$ cat config.mk
export PLATFORM = sky130hd
export DESIGN_NAME = rx_block_lock_ctrl
export DESIGN_NICKNAME = d
export VERILOG_FILES = /design/src/rtl/rx_block_lock_ctrl.sv
export SDC_FILE = /design/constraint.sdc
export NUM_CORES = 1
export LEC_CHECK = 0
export ABC_AREA = 1
export BUFFER_PORTS_ARGS = -buffer_cell sky130_fd_sc_hd__buf_2
export CAP_MARGIN = 20
export CORE_MARGIN = 2
export CORE_UTILIZATION = 58
export DETAILED_ROUTE_END_ITERATION = 10
export HOLD_SLACK_MARGIN = 0.05
export PLACE_DENSITY = 0.86
export REMOVE_ABC_BUFFERS = 1
export SKIP_CTS_REPAIR_TIMING = 1
export SYNTH_ARGS = -nofsm -noshare
export SYNTH_HDL_FRONTEND = slang
export SYNTH_SLANG_ARGS = --single-unit
$ cat constraint.sdc
create_clock -name i_clk -period 1.61 [get_ports i_clk]
set_input_delay 0.161 -clock i_clk [delete_from_list [all_inputs] [get_ports i_clk]]
set_output_delay 0.161 -clock i_clk [all_outputs]
set_load 0.005 [all_outputs]
$ cat src/rtl/rx_block_lock_ctrl.sv
// Block-lock controller for the Rx 64b/66b path: watches sync headers, slips the
// block-sync datapath one bit at a time until alignment is found, then reports lock.
module rx_block_lock_ctrl #(
    parameter int HDR_WIDTH    = 2,
    parameter int GOOD_CNT_MAX = 64,
    parameter int BAD_CNT_MAX  = 16,
    parameter int SLIP_WAIT    = 4
) (
    input  logic                 i_clk,
    input  logic                 i_reset_n,
    input  logic                 i_hdr_valid,
    input  logic [HDR_WIDTH-1:0] i_hdr,
    output logic                 o_slip,
    output logic                 o_block_lock,
    output logic                 o_hdr_err
);

    localparam int SH_W   = $clog2(GOOD_CNT_MAX + 1);
    localparam int BAD_W  = $clog2(BAD_CNT_MAX + 1);
    localparam int WAIT_W = $clog2(SLIP_WAIT + 1);

    localparam logic [SH_W-1:0]   SH_MAX    = SH_W'(GOOD_CNT_MAX);
    localparam logic [BAD_W-1:0]  BAD_MAX   = BAD_W'(BAD_CNT_MAX);
    localparam logic [WAIT_W-1:0] WAIT_LOAD = WAIT_W'(SLIP_WAIT);

    typedef enum logic [1:0] {
        ST_RESET_CNT = 2'd0,
        ST_TEST_SH   = 2'd1,
        ST_SLIP      = 2'd2,
        ST_SLIP_WAIT = 2'd3
    } state_t;

    state_t              state_q;
    logic [SH_W-1:0]     sh_cnt_q;
    logic [SH_W-1:0]     sh_cnt_d;
    logic [BAD_W-1:0]    bad_cnt_q;
    logic [BAD_W-1:0]    bad_cnt_d;
    logic [WAIT_W-1:0]   wait_cnt_q;
    logic [WAIT_W-1:0]   wait_cnt_d;
    logic                slip_q;
    logic                lock_q;
    logic                hdr_err_q;
    logic                hdr_ok;

    // A sync header is valid only when its two bits differ (01 or 10).
    function automatic logic hdr_is_valid(input logic [HDR_WIDTH-1:0] hdr);
        return (hdr == HDR_WIDTH'(2'b01)) || (hdr == HDR_WIDTH'(2'b10));
    endfunction

    // Incremented / decremented counter values; all saturate so none can wrap.
    always_comb begin
        hdr_ok     = hdr_is_valid(i_hdr);
        sh_cnt_d   = (sh_cnt_q == SH_MAX)   ? SH_MAX  : sh_cnt_q + SH_W'(1);
        bad_cnt_d  = (bad_cnt_q == BAD_MAX) ? BAD_MAX : bad_cnt_q + BAD_W'(1);
        wait_cnt_d = (wait_cnt_q == '0)     ? '0      : wait_cnt_q - WAIT_W'(1);
    end

    always_ff @(posedge i_clk or negedge i_reset_n) begin
        if (!i_reset_n) begin
            state_q    <= ST_RESET_CNT;
            sh_cnt_q   <= '0;
            bad_cnt_q  <= '0;
            wait_cnt_q <= '0;
            slip_q     <= 1'b0;
            lock_q     <= 1'b0;
            hdr_err_q  <= 1'b0;
        end else begin
            slip_q    <= 1'b0;
            hdr_err_q <= 1'b0;
            case (state_q)
                ST_RESET_CNT: begin
                    sh_cnt_q  <= '0;
                    bad_cnt_q <= '0;
                    state_q   <= ST_TEST_SH;
                end
                ST_TEST_SH: begin
                    if (i_hdr_valid) begin
                        sh_cnt_q <= sh_cnt_d;
                        if (hdr_ok) begin
                            if (sh_cnt_d == SH_MAX) begin
                                if (bad_cnt_q == '0) begin
                                    lock_q <= 1'b1;
                                end
                                state_q <= ST_RESET_CNT;
                            end
                        end else begin
                            bad_cnt_q <= bad_cnt_d;
                            hdr_err_q <= 1'b1;
                            // Slip wins over window completion on the same strobe.
                            if ((bad_cnt_d == BAD_MAX) || !lock_q) begin
                                state_q <= ST_SLIP;
                            end else if (sh_cnt_d == SH_MAX) begin
                                state_q <= ST_RESET_CNT;
                            end
                        end
                    end
                end
                ST_SLIP: begin
                    slip_q     <= 1'b1;
                    lock_q     <= 1'b0;
                    wait_cnt_q <= WAIT_LOAD;
                    state_q    <= ST_SLIP_WAIT;
                end
                ST_SLIP_WAIT: begin
                    if (i_hdr_valid) begin
                        wait_cnt_q <= wait_cnt_d;
                        if (wait_cnt_d == '0) begin
                            state_q <= ST_RESET_CNT;
                        end
                    end
                end
                default: begin
                    state_q <= ST_RESET_CNT;
                end
            endcase
        end
    end

    assign o_slip       = slip_q;
    assign o_block_lock = lock_q;
    assign o_hdr_err    = hdr_err_q;

endmodule

After elaboration in Yosys (flattened, before gate mapping):

Cells that the tools add are included.

* register bits: 20
* output and inout bits: 3
* word-level logic and storage cells: 67
* input port bits: 5

* eq/ne operators: 16
* mux-type cells: 26
* $add $sub $neg: 3
* reductions and logical operators: 15

Operators with widths (number)
* $mux 5: 3
* $eq 7x7->1 const B: 2
* $mux 7: 2
* $ne 2x2->1 const B: 7
* $pmux 7 s2: 1
* $mux 2: 6
* $eq 5x5->1 const B: 2
* $pmux 5 s2: 1
* $mux 1: 8
* $pmux 2 s4: 1
* $add 7x1->7 const B: 1
* $eq 2x2->1 const B: 3
* $logic_not 3->1: 2
* $mux 3: 2
* $pmux 3 s2: 1
* $reduce_and 3->1: 2
* $reduce_bool 2->1: 3
* $add 5x1->5 const B: 1
* $logic_not 5->1: 1
* $reduce_and 5->1: 1
* $eq 2x1->1 const B: 2
* $reduce_and 2->1: 2
* $sub 3x1->3 const B: 1
* $logic_not 2->1: 1
* other kinds (3): 4

Depth between registers and ports, before layout:

Gate-level depths: netlist of the first run.

* depth in word-level cells: 8
* gate-level depth with buffers: 13
* gate-level depth less buffers: 13

Worst setup path after synthesis of the first run:

OpenSTA, ideal clock, no wires.

* path type: register to register
* from: reg sh_cnt_q[0]
* to: reg lock_q, in the netlist o_block_lock
* cell stages (with the launch flop): 13
* clock period less this slack: 1.379 ns
* buffers on the path: 0
* setup time: 0.117 ns
* path slack: 0.231 ns
* required time: 1.493 ns
* arrival time: 1.262 ns
* cells stage by stage: dfrtp_1 -> inv_1 -> ha_1 -> nand2_1 -> nand3b_1 -> nand2_1 -> nand2_1 -> nor2_1 -> nand2_1 -> nand2_2 -> nand2_1 -> nand2_1 -> nand2_1

* longest elaborated chain between the ends: 5
* elaborated cells between the ends (all ways): 6
* those cells by class: 1 x add/sub; 3 x eq/ne; 1 x mux; 1 x reduce/logical

Ends and longest elaborated chain
* start, declared: line 34 `logic [SH_W-1:0] sh_cnt_q;`
* start signal, assigned: line 78 `sh_cnt_q <= sh_cnt_d;`
* $add 7x1->7 or $eq 7x7->1 (tied branches): line 53 `sh_cnt_d = (sh_cnt_q == SH_MAX) ? SH_MAX : sh_cnt_q + SH_W'(1);`
* $mux 7 *: line 53
* $eq 7x7->1 *: line 80 `if (sh_cnt_d == SH_MAX) begin`
* $ne 2x2->1 (no source line) *
* $reduce_and 5->1 (no source line) *
* end signal, assigned: line 65 `lock_q <= 1'b0;`
* end signal, assigned: line 82 `lock_q <= 1'b1;`
* end signal, assigned: line 100 `lock_q <= 1'b0;`
* end, declared: line 41 `logic lock_q;`

Mark *: on every way between the ends. The rest lies on a longest branch, timed or not.
A chain may end at the register's enable or synchronous reset.

Worst setup path after layout of the first run:

Ends and elaborated chain as after synthesis.

==> flow_metrics.py, run 1 <==
metrics = {
    "synthesis": {
        "yosysSeqAreaShare": 0.422,
        "synth_warnings": 0,
        "syn_inst": 153,
        "syn_area_per_cell_um2": 7.75,
        "yosysUniqueCellTypes": 23,
        "ys_ff_latch": 20,
        "syn_area_um2": 1190,
    },
    "layout": {
        "fin_nets": 181,
        "fillers": 154,
        "syn2layout_area_growth_pct": 11.6,
        "multiInputGateArea_um2": 583,
        "layout_commonest_cell": "nand2_1",
        "drive_gt1_frac": 0.202,
        "seqCellArea_um2": 500,
        "postLayoutCellArea_um2": 1320,
        "n_antenna_cell": 0,
        "mostFrequentLayoutCells": "nand2_1 (33), dfrtp_1 (20), nor2_1 (16), inv_1 (15)",
        "fin_util": 0.682,
    },
    "die": {
        "rows": 16,
        "io_pins": 8,
        "start_util": 0.611,
        "core_um2": 1940,
        "dieArea_um2": 2420,
        "die_h_um": 49.2,
        "die_width_um": 49.2,
    },
    "timing": {
        "skew_ps": 6.21,
        "post-route-period-util": 0.966,
        "max_freq_ghz": 0.643,
        "tightestPinTransition_ps": 442,
        "slew_viol_final": 0,
        "max_slew_margin": 0.705,
        "layout_setup_ws_ps": 55.1,
        "hold_violations": 0,
        "rsz0062_at_grt": "true",
        "setup_violations": 0,
        "finalCriticalPeriod_ps": 1550,
    },
    "clocking": {
        "cts-root-buf": "clkbuf_4",
        "clk_pin_slew_ps": 110,
        "cts_tree": "built",
        "cts_buffers": 3,
        "clock_path_buffers": 2,
        "worstSkewPairLatency_ps": 300,
        "cts_sinks": 20,
        "htreeDepth": 1,
    },
    "global_routing": {
        "grt_max_degree": 21,
        "grt_first_pass_wirelength_um": 4210,
        "grt.total_usage": 0.227,
        "antenna_found_initial": 0,
        "first_global_vias": 995,
        "globalRouteOverflowTotal": 0,
    },
    "place": {
        "dpl_cell_area_um2": 1260,
        "place_congestion": 0.941,
        "port_buffers": 7,
        "preCtsSetupSlack_ps": 34.7,
        "dp_hpwl_um": 1800,
    },
    "critical_path": {
        "cp_data_arrival_time_ps": 1760,
        "critPathRequiredTime_ps": 1810,
        "crit_chain": "inv_2 > ha_1 > nand2_1 > nand3b_1 > nand2_1 > nand2_1 > nor2_1 > nand2_1 > nand2_2 > nand2_1 > nand2_1 > nand2_1",
        "cpMaxStageDelayCell": "dfrtp_1",
        "cp-end-kind": "register",
        "crit_type": "register to register",
        "critPathMaxFanout": 4,
        "cpMostUsedCell": "nand2_1",
        "cp_slowest_stage_delay_ps": 420,
        "crit_path_start_kind": "register",
    },
    "route": {
        "via_count": 1060,
        "post_drt_wl_per_cell_um": 12.6,
        "vias_per_cell": 5.44,
        "drt-total-wl_um": 2460,
        "dr.pass1.iters": 4,
        "dr.first_iter.drc_count": 47,
        "drcViolationCount": 0,
        "drt.antenna.violating_nets": 0,
    },
    "power_and_ir_drop": {
        "peakVddDrop_mv": 1.22,
        "p_per_area_nw_per_um2": 1490,
        "power_leakage_uw": 0.000659,
    },
    "run": {
        "cap_violations": 0,
    },
    "hold_path": {
        "hold_path.class": "input port to register",
    },
    "outcome": {
        "status": "finished clean",
    },
}
==> cells in the mapped netlist (all sizes together) <==
| library cell | count | area [um2] |
|---|---|---|
| or2 | 1 | 6.26 |
| nor2 | 18 | 82.6 |
| o21bai | 1 | 7.51 |
| clkinv | 2 | 7.51 |
| a31oi | 1 | 6.26 |
| o21ai | 10 | 50.1 |
| ha | 6 | 75.1 |
| dfrtp | 20 | 500 |
| o22ai | 8 | 50.1 |
| inv | 27 | 101 |
| a21oi | 4 | 23.8 |
| xnor2 | 1 | 8.76 |
| nand2 | 35 | 136 |
| a2bb2oi | 1 | 26.3 |
| nand3 | 12 | 60.1 |
| nand3b | 1 | 7.51 |
| nand4 | 3 | 18.8 |
| xor2 | 2 | 17.5 |
==> cell families after synthesis <==
logic type | synth area share
AND/OR/NAND/NOR | 0.263
buffers and inverters | 0.0918
AO/OA/AOI/OAI | 0.138
flip-flops | 0.422
adder cells (fa/ha/maj) | 0.0633
XOR/XNOR | 0.0222
==> final cells by class <==
class                   instances  share of cell area
flip-flops and latches         20               0.378
well taps                      27              0.0255
multi-input cells             104               0.440
repair buffers                 12              0.0567
inverters                      29              0.0822
clock buffers                   3              0.0170
==> power by group <==
group	internal [uW]	switching, uW	total [uW]
combinational	378	558	936
sequential	642	156	797
clock	87.4	151	238
==> worst paths after layout <==
check,start,to,slack (ps),depth (start not counted)
setup / recovery,sh_cnt_q[0],o_block_lock,60,12
hold / removal,i_hdr_valid,sh_cnt_q[5],270,5
setup reg to reg,sh_cnt_q[0],o_block_lock,60,12
hold reg to reg,o_block_lock,o_block_lock,540,2
max in group asynchronous,i_reset_n,sh_cnt_q[4],980,2
min in group asynchronous,i_reset_n,state_q[0],320,2
==> routing by layer <==
layer | vias to the layer above | part of all wire | global-route usage
li1 | 527 | - | -
met1 | 497 | 0.42 | 0.275
met2 | 34 | 0.54 | 0.405
met3 | 2 | 0.040 | 0.0276
met4 | 0 | 0.0032 | 0.0905
met5 | - | 0 | 0
==> metrics by stage <==
stage | std cells | setup TNS [ps] | hold WS [ps] | power [uW]
4_1_cts | 191 | 0 | -204 | 1900
6_report | 195 | 0 | 267 | 1970
5_1_grt | 195 | -182 | 298 | 2140
3_5_place_dp | 188 | 0 | 136 | 1660
2_1_floorplan | 153 | 0 | -135 | 1430
3_3_place_gp | 188 | 0 | 125 | 1590
==> critical path: cells and delay by family (launching register included) <==
| kind | cells | cell delay (ps) |
|---|---|---|
| adder cells (fa/ha/maj) | 1 | 140 |
| buffers and inverters | 1 | 90 |
| AND/OR/NAND/NOR | 10 | 800 |
| flip-flops | 1 | 420 |
==> flip-flops by register name, summed over array words and instances (netlist names), named ones only <==
register and count:
o_block_lock 1, bad_cnt_q 5, o_slip 1, wait_cnt_q 3, state_q 1, sh_cnt_q 7
o_hdr_err 1
(Power assumes the default switching activity.)
==> run 2: changes to the inputs <==
- CAP_MARGIN: 20 -> unset
- CORE_UTILIZATION: 58 -> 63
- PLACE_DENSITY: 0.86 -> 0.92
- SKIP_CTS_REPAIR_TIMING: 1 -> unset
- clock period: 1.61 -> 1.9 ns (I/O delays scaled with it)
==> flow_metrics.py, run 2 (synthesis gave the netlist of run 1 again) <==
metrics = {
    "power_and_ir_drop": {
        "peakVddDrop_mv": 0.916,
        "power_frac_seq": 0.419,
        "p_clk_frac": 0.126,
        "p_sw_frac": 0.437,
        "internal_power_uw": 895,
        "power.total_uw": 1590,
        "p_sw_uw": 695,
        "p_comb_frac": 0.455,
        "p_per_area_nw_per_um2": 1240,
        "power_leakage_uw": 0.000643,
    },
    "hold_path": {
        "hold_depth": 5,
        "min-delay-start": "i_hdr_valid",
        "whs_endpoint": "sh_cnt_q[5]",
        "hold_path.class": "input port to register",
    },
    "timing": {
        "hold_violations": 0,
        "rsz0062_at_grt": "false",
        "setup_violations": 0,
        "skew_ps": 4.79,
        "max_freq_ghz": 0.633,
        "holdWs_ps": 306,
        "fin_setup_tns_ps": 0,
        "max_slew_margin": 0.692,
        "slew_viol_final": 0,
        "tightestPinTransition_ps": 462,
        "finalCriticalPeriod_ps": 1580,
        "post-route-period-util": 0.832,
    },
    "critical_path": {
        "r2r-end": "state_q[0]",
        "crit_path_start_kind": "register",
        "regToRegSetupSlack_ps": 320,
        "critPathRequiredTime_ps": 2100,
        "r2r_cells": 12,
        "cp_data_arrival_time_ps": 1780,
        "cp-end-kind": "register",
        "rr_startpoint": "sh_cnt_q[0]",
        "critPathMaxFanout": 4,
        "crit_type": "register to register",
    },
    "clocking": {
        "worstSkewPairLatency_ps": 300,
        "htreeDepth": 1,
        "cts-root-buf": "clkbuf_4",
        "cts_sinks": 20,
        "cts_tree": "built",
        "postCtsSetupBuffers": 0,
        "clock_path_buffers": 2,
        "clk_pin_slew_ps": 110,
        "cts_buffers": 3,
    },
    "place": {
        "dpl_cell_area_um2": 1250,
        "port_buffers": 7,
        "dp_hpwl_um": 1720,
        "place_congestion": 0.854,
    },
    "global_routing": {
        "globalRouteOverflowTotal": 0,
        "first_global_vias": 902,
        "antenna_found_initial": 0,
        "grt_first_pass_wirelength_um": 3710,
        "grt_max_degree": 21,
        "grt.total_usage": 0.243,
    },
    "layout": {
        "largest-register": "sh_cnt_q",
        "fin_nets": 177,
        "mostFrequentLayoutCells": "nand2_1 (33), dfrtp_1 (20), inv_1 (17), nor2_1 (16), nand3_1 (12)",
        "layout_commonest_cell": "nand2_1",
        "fillers": 133,
        "n_antenna_cell": 0,
        "largest_register_ffs": 7,
        "fin_util": 0.736,
        "drive_gt1_frac": 0.159,
        "postLayoutCellArea_um2": 1280,
        "syn2layout_area_growth_pct": 8.33,
        "largestRegisters": "sh_cnt_q x7, bad_cnt_q x5, wait_cnt_q x3",
    },
    "die": {
        "dieArea_um2": 2250,
        "io_pins": 8,
        "core_um2": 1750,
        "start_util": 0.680,
        "rows": 15,
        "die_width_um": 47.4,
        "die_h_um": 47.4,
    },
    "route": {
        "dr.first_iter.drc_count": 34,
        "via_count": 1029,
        "drt-total-wl_um": 2310,
        "vias_per_cell": 5.44,
        "dr.pass1.iters": 4,
        "post_drt_wl_per_cell_um": 12.2,
        "drcViolationCount": 0,
        "drt.antenna.violating_nets": 0,
    },
    "outcome": {
        "status": "finished clean",
    },
    "run": {
        "cap_violations": 0,
    },
}
run 2: changes by cell type in the layout (fill, tap and decap cells not counted):
cell	delta
ha_1	+1
inv_1	+2
buf_4	-4
ha_2	-1
inv_2	-2
a21oi_2	-1
a21oi_1	+1
run 2: layout make-up:
class                      count  area [um2]  share of cell area
multi-input combinational    104         577               0.449
sequential                    20         500               0.389
inverter                      29         109              0.0847
timing repair buffer           8        45.0              0.0351
tap                           25        31.3              0.0243
clock buffer                   3        22.5              0.0175
run 2: timing repair:
item,CTS,global route
hold buffers,1,0
hold endpoints to repair,20,0
resized for setup,0,0
run 2: how the worst max path moves through the flow:
stage	startpoint	end	slack [ps]	depth (start not counted)
after detailed placement	sh_cnt_q[0]	state_q[0]	330	12
after global placement	sh_cnt_q[0]	o_block_lock	370	12
after global routing	sh_cnt_q[0]	state_q[0]	150	12
final	sh_cnt_q[0]	state_q[0]	320	12
after floorplan	sh_cnt_q[0]	o_block_lock	520	12
after CTS	sh_cnt_q[0]	state_q[0]	320	12
run 2: through the flow:
| stage | instances | setup slack [ps] |
|---|---|---|
| after floorplan | 153 | 521 |
| after global placement | 185 | 369 |
| after detailed placement | 185 | 330 |
| after CTS | 189 | 318 |
| after global routing | 189 | 148 |
| final | 189 | 319 |
run 2: power by group through the flow:
stage               logic (uW)  clock network (uW)  registers [uW]
finish                     723                 200             667
global route               834                 219             682
CTS                        719                 205             664
detailed placement         716                   0             669
global placement           672                   0             665
floorplan                  562                   0             650
run 2: critical path: stages, from the launching register on:
cell and delay [ps]:
dfrtp_1 410, inv_1 120, ha_1 160, nand2_1 50, nand3b_1 180, nand2_1 100
nand2_1 50, nor2_1 110, nand2_1 70, nand2_2 70, inv_1 50, nand2_1 60
nand2_1 50
run 2: per-layer routing:
metal | global-route usage | vias to the layer above | part of all wire
li1 | - | 520 | -
met5 | 0 | - | 0
met4 | 0.133 | 0 | 0.021
met2 | 0.392 | 23 | 0.47
met3 | 0.0423 | 5 | 0.035
met1 | 0.308 | 481 | 0.47
==> run 3: changes to the inputs <==
- ABC_AREA: 1 -> 0
- CORE_UTILIZATION: 63 -> 54
- PLACE_DENSITY: 0.92 -> 0.84
- clock period: 1.9 -> 1.4 ns (I/O delays scaled with it)
==> flow_metrics.py, run 3 <==
metrics = {
    "timing": {
        "slew_viol_final": 0,
        "holdWs_ps": 226,
        "layout_setup_ws_ps": -302,
        "setup_violations": 10,
        "max_freq_ghz": 0.587,
        "post-route-period-util": 1.22,
        "skew_ps": 5.09,
        "tightestPinTransition_ps": 477,
        "finalCriticalPeriod_ps": 1700,
        "hold_violations": 0,
        "max_slew_margin": 0.682,
        "rsz0062_at_grt": "true",
    },
    "die": {
        "die_width_um": 53.9,
        "start_util": 0.557,
        "rows": 18,
        "io_pins": 8,
        "die_h_um": 53.9,
        "core_um2": 2410,
        "dieArea_um2": 2900,
    },
    "power_and_ir_drop": {
        "power_leakage_uw": 0.000874,
        "peakVddDrop_mv": 1.56,
        "p_per_area_nw_per_um2": 1860,
    },
    "clocking": {
        "cts_tree": "built",
        "htreeDepth": 1,
        "worstSkewPairLatency_ps": 330,
        "cts-root-buf": "clkbuf_4",
        "cts_sinks": 20,
        "clock_path_buffers": 2,
        "cts_buffers": 3,
        "clk_pin_slew_ps": 120,
    },
    "critical_path": {
        "cp_slowest_stage_delay_ps": 450,
        "crit_chain": "ha_4 > and4_4 > nand4b_1 > a2111oi_4 > a31o_1",
        "cp-end-kind": "register",
        "critPathMaxFanout": 5,
        "crit_path_start_kind": "register",
        "cp_data_arrival_time_ps": 1970,
        "crit_type": "register to register",
        "r2r-end": "o_block_lock",
        "critPathRequiredTime_ps": 1670,
        "critPathTopFamily": "compound AO/OA/AOI/OAI gates",
        "crit_buf_inv": 0,
        "cpMaxStageDelayCell": "dfrtp_1",
        "regToRegSetupSlack_ps": -300,
        "rr_startpoint": "sh_cnt_q[0]",
        "r2r_cells": 5,
    },
    "hold_path": {
        "min-delay-start": "i_hdr_valid",
        "whs_endpoint": "o_hdr_err",
        "hold_depth": 3,
        "hold_path.class": "input port to register",
    },
    "layout": {
        "seqCellArea_um2": 503,
        "layout_commonest_cell": "buf_4",
        "drive_gt1_frac": 0.453,
        "instances_no_fill": 211,
        "largest_register_ffs": 7,
        "largestRegisters": "sh_cnt_q x7, bad_cnt_q x5, wait_cnt_q x3",
        "largest-register": "sh_cnt_q",
        "n_antenna_cell": 0,
        "fin_nets": 193,
        "syn2layout_area_growth_pct": 39.6,
        "fillers": 145,
        "multiInputGateArea_um2": 872,
        "fin_util": 0.778,
        "mostFrequentLayoutCells": "buf_4 (33), dfrtp_1 (18), inv_1 (11), nor2_1 (10), buf_2 (7)",
    },
    "synthesis": {
        "yosys-top-cells-count": "dfrtp_1 (20), inv_1 (13), nor2_1 (10), o21ai_0 (10), ha_1 (6)",
        "yosysMostFrequentCell": "dfrtp_1",
        "synth_top_area_frac": 0.373,
        "synthTopCellsByArea": "dfrtp_1 (37%), ha_1 (5.6%), o21ai_0 (3.7%), inv_1 (3.6%), nor2_1 (2.8%)",
        "synth_warnings": 0,
        "syn_area_per_cell_um2": 9.87,
        "syn_inst": 136,
        "syn_area_um2": 1340,
        "synthArstFlopShare": 1.00,
        "ys_ff_latch": 20,
        "yosysUniqueCellTypes": 53,
        "synth_top_area_cell": "dfrtp_1",
        "synth_ff_type": "dfrtp_1",
        "yosysSeqAreaShare": 0.373,
        "synth_edf_count": 0,
    },
    "outcome": {
        "status": "finished, violations left",
        "violations": "setup timing",
    },
    "run": {
        "cap_violations": 0,
    },
    "global_routing": {
        "antenna_found_initial": 0,
        "grt_first_pass_wirelength_um": 5430,
        "grt.total_usage": 0.273,
        "first_global_vias": 1173,
        "grt_max_degree": 21,
        "globalRouteOverflowTotal": 0,
    },
    "route": {
        "vias_per_cell": 5.77,
        "post_drt_wl_per_cell_um": 16.8,
        "via_count": 1218,
        "drcViolationCount": 0,
        "drt-total-wl_um": 3550,
        "drt.antenna.violating_nets": 0,
        "dr.pass1.iters": 4,
        "dr.first_iter.drc_count": 25,
    },
    "place": {
        "dp_hpwl_um": 2150,
        "place_congestion": 0.864,
        "port_buffers": 7,
        "preCtsSetupSlack_ps": -253,
        "post-place-cells": 194,
    },
}
==> run 3: cell families after synthesis <==
logic type      share of synthesized area
simple gates                        0.200
compound gates                      0.225
flops                               0.373
buf+inv                            0.0671
mux                                0.0475
fa+ha+maj                          0.0559
xor+xnor                           0.0317
==> run 3: repair_timing <==
action	4_1_cts	5_1_grt
hold buffers	1	0
gates cloned	0	0
endpoints found under the hold margin	20	0
gates resized for setup	26	11
endpoints found under the setup margin	12	14
buffers inserted	7	6
pin swaps	19	7
==> run 3: tightest hold or removal path, delay by kind of cell <==
kind / cells / cell delay, ps
buffers and inverters: 1 / 190
and+or+nand+nor: 2 / 190
==> run 3: layer usage <==
metal	track usage	vias up	share of wire
met5	0	-	0
met1	0.304	594	0.41
met3	0.0639	8	0.035
li1	-	583	-
met2	0.490	33	0.53
met4	0.115	0	0.027
==> run 3: worst max path at each step <==
stage,from,end,slack [ps],cells after the start
finish,sh_cnt_q[0],o_block_lock,-300,5
global route,sh_cnt_q[1],o_block_lock,-360,5
CTS,bad_cnt_q[1],state_q[0],-240,6
detailed placement,bad_cnt_q[0],state_q[0],-250,6
global placement,bad_cnt_q[0],state_q[0],-240,6
floorplan,bad_cnt_q[0],state_q[0],-250,6
==> run 3: power breakdown <==
part	internal [uW]	leakage [uW]	switching, uW	total [uW]
Combinational	1090	0.000592	947	2040
Sequential	757	0.000254	193	949
Clock	290	0.0000279	214	504
==> run 3: area by class of cell <==
class | count | area share
tap | 30 | 0.0200
clock buffer | 3 | 0.0120
timing repair buffer | 47 | 0.192
multi-input combinational | 97 | 0.465
inverter | 13 | 0.0260
clock inverter | 1 | 0.0160
sequential | 20 | 0.268
==> run 3: metrics by stage <==
step	total power, uW	area [um2]	TNS [ps]
after CTS	3240	1780	-1220
after floorplan	1770	1300	-869
after global placement	2350	1580	-1170
after detailed placement	2430	1580	-1640
final	3490	1870	-1880
after global routing	3710	1870	-2590
